===== config.mk =====
export PLATFORM = sky130hd
export DESIGN_NAME = serial_operand_feeder
export DESIGN_NICKNAME = d
export VERILOG_FILES = /design/src/rtl/serial_operand_feeder_pkg.sv /design/src/rtl/serial_operand_feeder_piso.sv /design/src/rtl/serial_operand_feeder.sv
export SDC_FILE = /design/constraint.sdc
export NUM_CORES = 1
export LEC_CHECK = 0
export CAP_MARGIN = 20
export CELL_PAD_IN_SITES_DETAIL_PLACEMENT = 0
export CELL_PAD_IN_SITES_GLOBAL_PLACEMENT = 2
export CORE_UTILIZATION = 35
export CTS_BUF_LIST = sky130_fd_sc_hd__clkbuf_2 sky130_fd_sc_hd__clkbuf_4 sky130_fd_sc_hd__clkbuf_8
export DETAILED_ROUTE_END_ITERATION = 10
export GPL_ROUTABILITY_DRIVEN = 1
export PLACE_DENSITY = 0.88
export SLEW_MARGIN = 25
export SYNTH_ARGS = -nofsm -noshare
export SYNTH_HDL_FRONTEND = slang
export SYNTH_SLANG_ARGS = --single-unit

===== constraint.sdc =====
create_clock -name clk -period 2.41 [get_ports clk]
set_input_delay 0.482 -clock clk [delete_from_list [all_inputs] [get_ports clk]]
set_output_delay 0.482 -clock clk [all_outputs]
set_load 0.005 [all_outputs]

===== src/rtl/serial_operand_feeder_pkg.sv =====
// Shared definitions for the serial adder datapath:
// feeder FSM encoding and default operand width.
package serial_operand_feeder_pkg;

   localparam int DEF_WIDTH = 8;

   typedef enum logic {
      ST_IDLE  = 1'b0,
      ST_SHIFT = 1'b1
   } state_t;

endpackage


===== src/rtl/serial_operand_feeder_piso.sv =====
// Parallel-in serial-out shift register, LSB first,
// zero-filled from the top on every shift.
module piso_shift_reg #(
   parameter int WIDTH = 8
) (
   input  logic             clk,
   input  logic             rst,
   input  logic             clr,
   input  logic             load,
   input  logic             shift,
   input  logic [WIDTH-1:0] din,
   output logic             sout
);

   logic [WIDTH-1:0] q;

   always_ff @(posedge clk) begin
      if (rst || clr)
         q <= '0;
      else if (load)
         q <= din;
      else if (shift)
         q <= {1'b0, q[WIDTH-1:1]};
   end

   assign sout = q[0];

endmodule


===== src/rtl/serial_operand_feeder.sv =====
// Loads operand pairs and streams them LSB-first to the
// serial adder with frame markers and a done pulse.
module serial_operand_feeder
   import serial_operand_feeder_pkg::*;
#(
   parameter int WIDTH = DEF_WIDTH
) (
   input  logic             clk,
   input  logic             rst,
   input  logic             load_valid,
   output logic             load_ready,
   input  logic [WIDTH-1:0] a_in,
   input  logic [WIDTH-1:0] b_in,
   output logic             bit_A,
   output logic             bit_B,
   output logic             bit_valid,
   output logic             first_bit,
   output logic             last_bit,
   output logic             done
);

   localparam int CW = $clog2(WIDTH);
   localparam logic [CW-1:0] LAST = CW'(WIDTH - 1);

   state_t          state, state_n;
   logic [CW-1:0]   cnt, cnt_n;
   logic            accept, at_last;
   logic            ld, sh, clr;

   assign at_last    = (cnt == LAST);
   // Ready on the final bit lets frames run back to back.
   assign load_ready = (state == ST_IDLE) |
                       ((state == ST_SHIFT) & at_last);
   assign accept     = load_valid & load_ready;

   always_comb begin
      state_n = state;
      cnt_n   = cnt;
      ld      = 1'b0;
      sh      = 1'b0;
      clr     = 1'b0;
      if (accept) begin
         ld      = 1'b1;
         cnt_n   = '0;
         state_n = ST_SHIFT;
      end else if (state == ST_SHIFT) begin
         if (at_last) begin
            clr     = 1'b1;
            cnt_n   = '0;
            state_n = ST_IDLE;
         end else begin
            sh    = 1'b1;
            cnt_n = cnt + CW'(1);
         end
      end
   end

   always_ff @(posedge clk) begin
      if (rst) begin
         state     <= ST_IDLE;
         cnt       <= '0;
         bit_valid <= 1'b0;
         first_bit <= 1'b0;
         last_bit  <= 1'b0;
         done      <= 1'b0;
      end else begin
         state     <= state_n;
         cnt       <= cnt_n;
         bit_valid <= (state_n == ST_SHIFT);
         first_bit <= ld;
         last_bit  <= (state_n == ST_SHIFT) && (cnt_n == LAST);
         done      <= last_bit;
      end
   end

   piso_shift_reg #(.WIDTH(WIDTH)) u_sr_a (
      .clk   (clk),
      .rst   (rst),
      .clr   (clr),
      .load  (ld),
      .shift (sh),
      .din   (a_in),
      .sout  (bit_A)
   );

   piso_shift_reg #(.WIDTH(WIDTH)) u_sr_b (
      .clk   (clk),
      .rst   (rst),
      .clr   (clr),
      .load  (ld),
      .shift (sh),
      .din   (b_in),
      .sout  (bit_B)
   );

endmodule


Yosys cells after proc, flatten, opt, wreduce, memory -nomap -nowiden
Cells that the tools add are included.
{"block": "op_classes", "n_bitwise": 4, "reduce_logical": 3, "eq_ne": 2, "n_addsub": 1, "mux": 15}
{"cell": "8-bit two-way mux", "count": 4}
{"cell": "3-bit two-way mux", "count": 3}
{"cell": "1-bit two-way mux", "count": 8}
{"cell": "3-bit equality test (second input constant)", "count": 2}
{"cell": "3-bit by 1-bit adder with 3-bit output (second input constant)", "count": 1}
{"cell": "1-bit AND", "count": 2}
{"cell": "2-bit nonzero test", "count": 1}
{"cell": "1-bit logical AND", "count": 1}
{"cell": "1-bit logical OR", "count": 1}
{"cell": "1-bit inverter", "count": 1}
{"cell": "1-bit OR", "count": 1}
{"block": "totals", "output_inout_bits": 7, "ff_bits": 23}

Longest topological paths before layout
{"block": "logic_depth", "ltp_word": 7, "ltp_mapped": 7}

Cells and area by module
A second synthesis with hierarchy kept.
{"block": "hier_totals", "hier_cells": 99, "hier_area_um2": 1121.1}
{"mod": "piso_shift_reg", "area_per_inst_um2": 419.2, "cells_each": 35, "instances": 2}
{"mod": "serial_operand_feeder", "area_per_inst_um2": 282.8, "cells_each": 29, "instances": 1}

Least setup slack after synthesis
Ideal clock, no wire load.
{"block": "synth_path", "path_kind": "reg2out", "startpoint": "register cnt[0]", "endpoint": "output port load_ready", "path_stages_with_launch": 6, "path_slack_ps": 747, "arrival_ps": 1181, "path_buffers": 1, "path_cell_list": "dfxtp_1 > ha_1 > ha_1 > and2b_4 > inv_4 > buf_6"}
{"block": "synth_between", "elab_chain_len": 3}
{"element": "start, declared", "line": "serial_operand_feeder.sv:26", "source": "logic [CW-1:0] cnt, cnt_n;"}
{"element": "start signal, assigned", "line": "serial_operand_feeder.sv:68", "source": "cnt <= cnt_n;"}
{"element": "3-bit equality test", "line": "serial_operand_feeder.sv:30", "source": "assign at_last = (cnt == LAST);"}
{"element": "1-bit AND", "line": "serial_operand_feeder.sv:33", "source": "((state == ST_SHIFT) & at_last);"}
{"element": "1-bit OR", "line": "serial_operand_feeder.sv:32", "source": "assign load_ready = (state == ST_IDLE) |"}
{"element": "end, declared", "line": "serial_operand_feeder.sv:11", "source": "output logic load_ready,"}
Every way passes these cells.

Worst setup path after layout
Ends and elaborated chain as after synthesis.

==> reports/metrics.csv <==
stage,metric,value,unit
floorplan,fp.dieW,57.93,µm
pwr,total_leakage_power,0.0005422,µW
min_path,hp-start,last_bit,
synthesis,ys_seq_area_frac,0.4206,
timing,setup_violations,0,
synthesis,ys_ff_latch,23,
clock_tree,clk_pin_slew,120,ps
clock_tree,h-tree-depth,1,
timing,slew-limit-headroom,0.6150,
synthesis,yosys-top-cells-area,"dfxtp_1, a211oi_2, mux2i_1, nor2_1, buf_6",
global_routing,grt_first_pass_wirelength,3091,µm
status,status,"finished, violations left",
timing,period_share,0.9491,
global_routing,grt_pass1_vias,757,
setup_path,crit_path_frequent_cell,ha_1,
floorplan,pin_count,26,
layout,postLayoutCoreUtil,0.4820,
floorplan,dieHeight,57.93,µm
setup_path,rr_worst_depth,7,
setup_path,required,1930,ps
routing,vias,767,
status,failed_checks,design-rule violations,
floorplan,rows,19,
synthesis,synth_warnings,0,
setup_path,reg2reg_to,cnt[0],
synthesis,ys_types,18,
setup_path,rrSetupSlack,680,ps
timing,worst_pin_slew,576.0,ps
setup_path,worstPathCellList,ha_1 -> ha_1 -> and2b_4 -> inv_4 -> clkdlybuf4s50_1,
timing,slew_viol_final,0,
placement,post-place-ws,410.9,ps
setup_path,critPathTopFamily,buffers and inverters,
layout,n_antenna_cell,0,
setup_path,cp_max_fo,4,
clock_tree,cts_root_buf,clkbuf_4,
floorplan,start_util,0.3838,
layout,final_layout_size_suffix_gt1_frac,0.2258,
setup_path,crit_arrival,1810,ps
timing,fin_setup_tns,0,ps
clock_tree,cts_tree,yes,
routing,dr.pass1.iters,7,
global_routing,grt_usage,0.1184,
timing,fmax,0.4372,GHz
routing,finalWirelength,1804,µm
synthesis,synth_top_area_frac,0.4206,
min_path,holdPathStages,1,
routing,via_per_inst,4.948,
floorplan,core,0.002853,mm²
timing,post-route-worst-setup-slack,122.6,ps
global_routing,grt_overflow,0,
setup_path,slowest_stage,clkdlybuf4s50_1,
routing,drt_first_iter_violations,10,
job,cap_violations,0,
layout,area_growth,25.60,%
routing,final_antenna_net_count,0,
clock_tree,clk_path_buf_depth,2,
floorplan,die_area,0.003356,mm²
placement,hpwl,1296,µm
timing,hold_viol_final,0,
timing,hold-worst-slack,473.9,ps
layout,nets,146,
setup_path,r2r_start,cnt[0],
min_path,hp-class,flop to flop,
synthesis,synth_top_cell_by_area,dfxtp_1,
synthesis,synth_area,0.001095,mm²
timing,rsz0062_at_grt,no,
timing,worst_clock_skew,1.350,ps
synthesis,synthCells,98,
synthesis,synth_fp_nets,119,
pwr,power_density,534.7,mW/mm²
setup_path,cp.depth,5,
synthesis,synth_area_per_cell,11.17,µm²
timing,min_period,2287,ps
clock_tree,clock-sinks,23,
pwr,totalPowerFinal,735.3,µW
min_path,min_to,done,
global_routing,antenna_found_initial,0,
pwr,ir_drop,225.7,µV
setup_path,critical_path_class,flop to primary output,
setup_path,crit_path_end_kind,primary output,
clock_tree,cts-buffers-inserted,3,
setup_path,path_buf_inv,2,
routing,routed_wire_length_per_instance,11.64,µm
placement,gp_congestion,0.6895,
layout,fill_cells,289,
placement,port_buffers,25,
setup_path,start_kind,flop,
setup_path,cp_slowest_stage_delay,430,ps
global_routing,grt_max_degree,31,
clock_tree,clock_latency,300,ps
routing,drc,1,
Yosys cell counts:
cell type	count
a211oi_2	14
ha_1	2
buf_6	4
o22a_2	1
nor3_1	2
a31oi_1	2
and2b_4	1
nor3b_1	3
nand2_1	3
nor4_4	1
nor2_1	19
dfxtp_1	23
nand2b_1	1
inv_4	1
nor2b_1	1
mux2i_1	16
o21bai_4	1
buf_4	3
routing by layer:
layer / routed length (µm) / vias to the layer above / global-route usage
met1: 891 / 348 / 0.1413
met5: 0 / - / 0
met4: 13 / 0 / 0.05102
met3: 89 / 2 / 0.02009
li1: - / 403 / -
met2: 810 / 14 / 0.2085
flip-flops by register name, summed over array words and instances, names as in the netlist:
| name | flops |
|---|---|
| u_sr_a.q | 8 |
| u_sr_b.q | 8 |
| cnt | 3 |
| done | 1 |
| first_bit | 1 |
| last_bit | 1 |
| state | 1 |
worst max path at each step:
| stage | start | end | slack [ps] |
|---|---|---|---|
| finish | cnt[0] | load_ready | 120 |
| global route | cnt[0] | load_ready | 20 |
| CTS | cnt[0] | load_ready | 40 |
| detailed placement | cnt[0] | load_ready | 410 |
| global placement | cnt[0] | load_ready | 420 |
| floorplan | cnt[0] | load_ready | 750 |
cells by family after synthesis:
logic type                 share of synthesized area
muxes                                         0.1463
buffers and inverters                        0.06743
DFF                                           0.4206
and+or+nand+nor                               0.1451
adders and majority gates                    0.02285
AOI/OAI and AO/OA                             0.1977
cell type report:
class | instances | area (µm²) | area share
clock buffers | 3 | 22.52 | 0.01638
well taps | 31 | 38.79 | 0.02821
clock inverters | 1 | 5.005 | 0.003640
multi-input cells | 67 | 560.5 | 0.4076
flip-flops and latches | 23 | 461.7 | 0.3358
repair buffers | 29 | 280.3 | 0.2038
inverters | 1 | 6.256 | 0.004550
worst register-to-register path: cells and delay by family (launching register included):
| kind | cells | cell delay, ps |
|---|---|---|
| flops | 1 | 370 |
| buf+inv | 2 | 270 |
| simple gates | 2 | 360 |
| fa+ha+maj | 2 | 400 |
| compound gates | 1 | 270 |
where the power goes:
part	leakage (µW)	internal, µW	switching (µW)
Clock	0.0000177	61.7	108
Combinational	0.000334	81.6	64.0
Sequential	0.000190	406	14.3
Total	0.000542	549	186
cell usage in the layout (no fill, tap or decap), drive strengths merged:
| master | count |
|---|---|
| clkdlybuf4s50 | 25 |
| dfxtp | 23 |
| nor2 | 19 |
| mux2i | 16 |
| a211oi | 14 |
| buf | 4 |
| nand2 | 3 |
| nor3b | 3 |
| clkbuf | 3 |
| a31oi | 2 |
| nor3 | 2 |
| ha | 2 |
| and2b | 1 |
| inv | 1 |
| nor4 | 1 |
| nor2b | 1 |
| o21bai | 1 |
| nand2b | 1 |
| o22a | 1 |
| clkinv | 1 |
per-stage QoR:
stage                     instances  area, µm²
after floorplan                  98       1095
after global placement          150       1339
after detailed placement        150       1339
after CTS                       154       1366
after global routing            155       1375
final                           155       1375
what timing repair did:
item / 4_1_cts / 5_1_grt
hold buffers: 0 / 0
setup endpoints to repair: 0 / 1
resized for setup: 0 / 1
setup buffers: 0 / 1
(Power assumes the default switching activity.)
==> edit 1: new RTL, config.mk and constraints unchanged <==
Change the package constant `DEF_WIDTH` from 8 to 16.
--- a/src/rtl/serial_operand_feeder_pkg.sv
+++ b/src/rtl/serial_operand_feeder_pkg.sv
@@ -4,3 +4,3 @@
 
-   localparam int DEF_WIDTH = 8;
+   localparam int DEF_WIDTH = 16;
 
Interface: changed (resized a_in and b_in); port bits go from 26 to 42. No check against the original RTL was run, so the function may have changed too.
==> edit 1 against the unedited design <==
Core utilization decreased by 1.1 points; via count increased by 79%; register-to-register slack worse by 0.40 ns; setup slack got worse by 0.038 ns; area after synthesis up 78%; design area increased by 80%; sequential cell count is 17 higher; wire length is 110% higher; worst hold slack lost 0.0085 ns; non-clock buffer count rose by 16; first-iteration DRC count increased to 5.4 times the old value; power up 95%; clock power increased to 2.5 times the old value; critical path type unchanged; critical endpoint unchanged; highest routed layer unchanged.
==> edit 1: results (changes against the unedited design) <==
Parameter                              Value

Run status
  Run status    completed (was finished, violations left)

Synth
  Synth async-reset ratio    0% (unchanged)
  Leading post-synthesis cells by cell area    dfxtp_1 (41%), a211oi_2 (18%), mux2i_1 (17%), nor2_1 (5.0%), nor2_2 (3.2%) (was dfxtp_1 (42%), a211oi_2 (16%), mux2i_1 (15%), nor2_1 (6.5%), buf_6 (4.1%))
  Yosys synthesis warning count    0 (unchanged)
  Unique masters post-synth    27 (was 18)
  Syn_nets    214 (was 119)
  Seq/Total Area, Yosys    41.13% (was 42.06%)
  Most instantiated cells after synthesis    dfxtp_1 (40), mux2i_1 (33), a211oi_2 (28), nor2_1 (26), nor2_2 (10) (was dfxtp_1 (23), nor2_1 (19), mux2i_1 (16), a211oi_2 (14), buf_6 (4))

Final layout
  Number of antenna diodes    0 (unchanged)
  Layout Nets    251 (was 146)
  Largest registers    u_sr_a.q x16, u_sr_b.q x16, cnt x4 (was u_sr_a.q x8, u_sr_b.q x8, cnt x3)
  Layout cell share with drive strength beyond 1    26.05% (was 22.58%)

GRT
  Overall routing resource usage    14.07% (was 11.84%)
  Pin count of the biggest net entering global routing    63 (was 31)
  First-pass GRT wire length    6.423 mm (was 3.091 mm)
  Antenna violations before repair    0 (unchanged)

Clock network
  Clock transition at the registers of the reported paths    0.07 ns (was 0.12 ns)
  Clock root cell    clkbuf_8 (was clkbuf_4)
  Source-to-sink clock delay at the later pin of the worst-skew pair    around 0.29 ns
  PostCTS Resize Cnt    3 (was 0)
  H-tree levels    2 (was 1)
  Largest buffer count on any clock path    2 (unchanged)
  Number of buffers inserted to repair setup after CTS    0 (unchanged)
  Number of buffers created by CTS    5 (was 3)

Critical path
  Reg2reg end    u_sr_b.q[3] (was cnt[0])
  Worst reg2reg setup slack    0.28 ns (was 0.68 ns)
  CP startpoint kind    flip-flop (unchanged)
  Peak fanout along the critical path    5 (was 4)
  Arrival time at the worst endpoint    1.84 ns (was 1.81 ns)
  Launch instance of the worst register-to-register path    cnt[1] (was cnt[0])
  Number of cells traversed by the worst register-to-register path    7 (unchanged)

Drt
  Average detailed-routed wire length per instance    12.99 µm (was 11.64 µm)
  Violation count after the first detailed-route iteration    54 (was 10)
  Pre-antenna DRT Iters    4 (was 7)
  Routed vias    1376 (was 767)

Placed design
  Routability congestion estimate from global placement    0.6665 (was 0.6895)
  Number of port buffers    41 (was 25)
  Post-place instance area    2372 µm² (was 1339 µm²)
  Setup slack at placement    0.1482 ns (was 0.4109 ns)
  Half-perimeter wire length of the detailed placement result    2.525 mm (was 1.296 mm)

Worst hold path
  Worst Hold Endpoint    done (unchanged)
  Min-Delay Path Class    flip-flop to flip-flop (unchanged)
  Hold Path Stages    1 (unchanged)
  Worst hold path startpoint    last_bit (unchanged)

STA
  Worst setup skew after layout    0.004726 ns (was 0.001350 ns)
  Worst max-slew margin expressed relative to the limit    47.62% (was 61.50%)
  Total negative slack    0 ns (unchanged)

Pwr
  Peak ir drop on the vdd network    0.0002625 V (was 0.0002257 V)
  Static power due to leakage    0.9513 nW (was 0.5422 nW)
[edit 1: logic make-up after synthesis]
kind of cell	Yosys count	synth area share, %
buffers and inverters	17	7.648
adder cells (fa/ha/maj)	1	0.6426
AO/OA/AOI/OAI	38	21.27
multiplexers	33	16.97
flip-flops	40	41.13
AND/OR/NAND/NOR	49	12.34
[edit 1: how the worst max path moves through the flow]
stage                       end  slack, ns  cells after the start
CTS                  load_ready       0.03                      5
floorplan            load_ready       0.69                      6
finish               load_ready       0.08                      5
global placement         cnt[3]       0.26                      7
detailed placement  u_sr_b.q[3]       0.15                      7
global route         load_ready       0.01                      5
[edit 1: stage by stage]
step	std cells	hold slack (ns)
final	285	0.4654
after global routing	285	0.4988
after CTS	285	0.4679
after detailed placement	278	0.4556
after global placement	277	0.4429
after floorplan	178	0.4601
[edit 1: area by class of cell]
| class | count | area (µm²) |
|---|---|---|
| Clock inverter | 1 | 5.005 |
| Sequential cell | 40 | 802.0 |
| Timing Repair Buffer | 45 | 455.4 |
| Fill cell | 500 | 2769 |
| Clock buffer | 6 | 76.32 |
| Multi-Input combinational cell | 121 | 1022 |
| Tap cell | 70 | 87.58 |
| Inverter | 2 | 20.02 |
[edit 1: report_power, final]
part / leakage (nW) / internal [W] / switching [W]
Clock: 0.0445 / 0.000208 / 0.000222
Combinational: 0.576 / 0.000145 / 0.000122
Sequential: 0.331 / 0.000710 / 0.0000301
[edit 1: worst max-delay path: stages (launching register included)]
cell and delay (ns):
dfxtp_1 0.42, ha_4 0.19, nand3_2 0.09, and2_2 0.29, inv_12 0.06, clkdlybuf4s50_1 0.50
[edit 1: routing by layer]
metal | part of all wire [%] | routed length [µm] | track usage, %
met3 | 3.9 | 146 | 3.353
met2 | 47 | 1758 | 23.78
met5 | 0 | 0 | 0
met4 | 2.1 | 77 | 6.923
met1 | 46 | 1718 | 16.58
==> edit 2: new RTL, config.mk and constraints unchanged <==
Without the edit above. Reset style: asynchronous (`rst`), changed in one clocked block.
--- a/src/rtl/serial_operand_feeder.sv
+++ b/src/rtl/serial_operand_feeder.sv
@@ -57,3 +57,3 @@
 
-   always_ff @(posedge clk) begin
+   always_ff @(posedge clk or posedge rst) begin
       if (rst) begin
Check against the original RTL: differs if rst is asserted again (counterexample within 4 cycles, from zero or initial values and one cycle with rst high); with rst held inactive, the same outputs for 10 cycles.
==> edit 2 against the unedited design <==
Wire length increased by 27%; design area increased by 5.4%; setup slack gained 0.017 ns; sequential cell count unchanged; register-to-register slack worse by 0.33 ns; synthesized cell count shrank 1.0%; area after synthesis is 6.4% higher; via count increased by 10%; largest cell class unchanged.
Power is not compared: it rests on default switching activity, and its combinational part moved more than twofold at a synthesized area within 25%.
==> edit 2: results (changes against the unedited design) <==
Parameter                              Value

Drt
  Vias per Instance    5.115 (was 4.948)
  Total Routed Length    2.297 mm (was 1.804 mm)
  Met2 wire length    1.010 mm (was 810 µm)
  Met3 wire len    87 µm (was 89 µm)
  Violation count after the first detailed-route iteration    25 (was 10)
  Met1 Routed Length    1.187 mm (was 891 µm)
  Pre-antenna DRT Iters    4 (was 7)

Synth
  Seq/Total Area, Yosys    42.53% (was 42.06%)
  Leading post-synthesis cells by cell area    dfxtp_1 (27%), dfrtp_1 (15%), mux2i_1 (14%), a2111oi_2 (10%), nor3b_1 (10%) (was dfxtp_1 (42%), a211oi_2 (16%), mux2i_1 (15%), nor2_1 (6.5%), buf_6 (4.1%))
  Mux contribution to synthesized area    13.75% (was 14.63%)
  Unique masters post-synth    23 (was 18)
  Synth async-reset ratio    30.43% (was 0%)
  Fraction of post-synthesis cell area in the top cell type by area    27.50% (was 42.06%)
  Syn_nets    118 (was 119)
  Adder-cell area share of the yosys netlist    2.148% (was 2.286%)
  Most instantiated cells after synthesis    dfxtp_1 (16), mux2i_1 (16), nor3b_1 (16), a2111oi_2 (8), dfrtp_1 (7) (was dfxtp_1 (23), nor2_1 (19), mux2i_1 (16), a211oi_2 (14), buf_6 (4))
  Area fraction in compound gates after synthesis    16.86% (was 19.77%)

Final layout
  Multi-input combinational cell count    61 (was 67)
  Filler cells    318 (was 289)
  Buffer share of cell area    20.38% (about the same)
  Inverter count    2 (was 1)
  Layout cell share with drive strength beyond 1    18.18% (was 22.58%)
  Layout Nets    143 (was 146)
  Register area    495.5 µm² (was 461.7 µm²)
  Clk cell area share    1.900% (was 2.002%)
  Share of the final layout cell area in multi-input gates    39.21% (was 40.76%)
  Buffers outside the clock class    31 (was 29)

Worst hold path
  Worst hold path startpoint    last_bit (unchanged)
  Hold Path Stages    0 (was 1)
  Worst Hold Endpoint    done (unchanged)

Critical path
  Reg2reg end    u_sr_b.q[3] (was cnt[0])
  Arrival time at the worst endpoint    1.79 ns (was 1.81 ns)
  Worst reg2reg setup slack    0.35 ns (was 0.68 ns)
  Launch instance of the worst register-to-register path    cnt[0] (unchanged)
  Number of cells traversed by the worst register-to-register path    5 (was 7)

STA
  Worst max-slew margin expressed relative to the limit    47.72% (was 61.50%)
  Worst setup skew after layout    0.01341 ns (was 0.001350 ns)

GRT
  Global Route met2 Usage    24.92% (was 20.85%)
  First-pass GRT wire length    3.898 mm (was 3.091 mm)
  Overall routing resource usage    14.41% (was 11.84%)
  GR Layer Usage met1    18.59% (was 14.13%)
  Number of global-route vias before repair    890 (was 757)
  GRT met3 Usage    2.165% (was 2.009%)
  Pin count of the biggest net entering global routing    22 (was 31)

Placed design
  Post-place instance area    1421 µm² (was 1339 µm²)
  Half-perimeter wire length of the detailed placement result    1.533 mm (was 1.296 mm)
  Routability congestion estimate from global placement    0.6433 (was 0.6895)

Pwr
  Sequential logic power    around 0.0006 W

Clock network
  Clock root cell    clkbuf_4 (unchanged)

Floorplanning
  Placeable core region    3103 µm² (was 2853 µm²)

Run status
  Run status    completed (was finished, violations left)
-- edit 2: kinds of logic after synthesis --
family	after synthesis
AND/OR/NAND/NOR	26
flip-flops	23
AO/OA/AOI/OAI	17
multiplexers	16
buffers and inverters	13
adder cells (fa/ha/maj)	2
-- edit 2: metrics by stage --
stage / setup slack [ns] / hold slack, ns / instances / util [%] / total power, W
2_1_floorplan: 0.6443 / 0.3757 / 97 / - / 0.001095
3_3_place_gp: 0.4641 / 0.3541 / 161 / 45.81 / 0.001270
3_5_place_dp: 0.3507 / 0.3660 / 161 / 45.81 / 0.001288
4_1_cts: 0.1079 / 0.3951 / 165 / 46.69 / 0.001473
5_1_grt: 0.02172 / 0.4065 / 165 / 46.69 / 0.001573
6_report: 0.1397 / 0.3897 / 165 / 46.69 / 0.001452
-- edit 2: critical path, stage by stage (launching register included) --
cell and delay [ns]:
dfrtp_1 0.42, ha_1 0.21, ha_1 0.22, nor2b_4 0.16, inv_2 0.05, clkdlybuf4s50_1 0.44
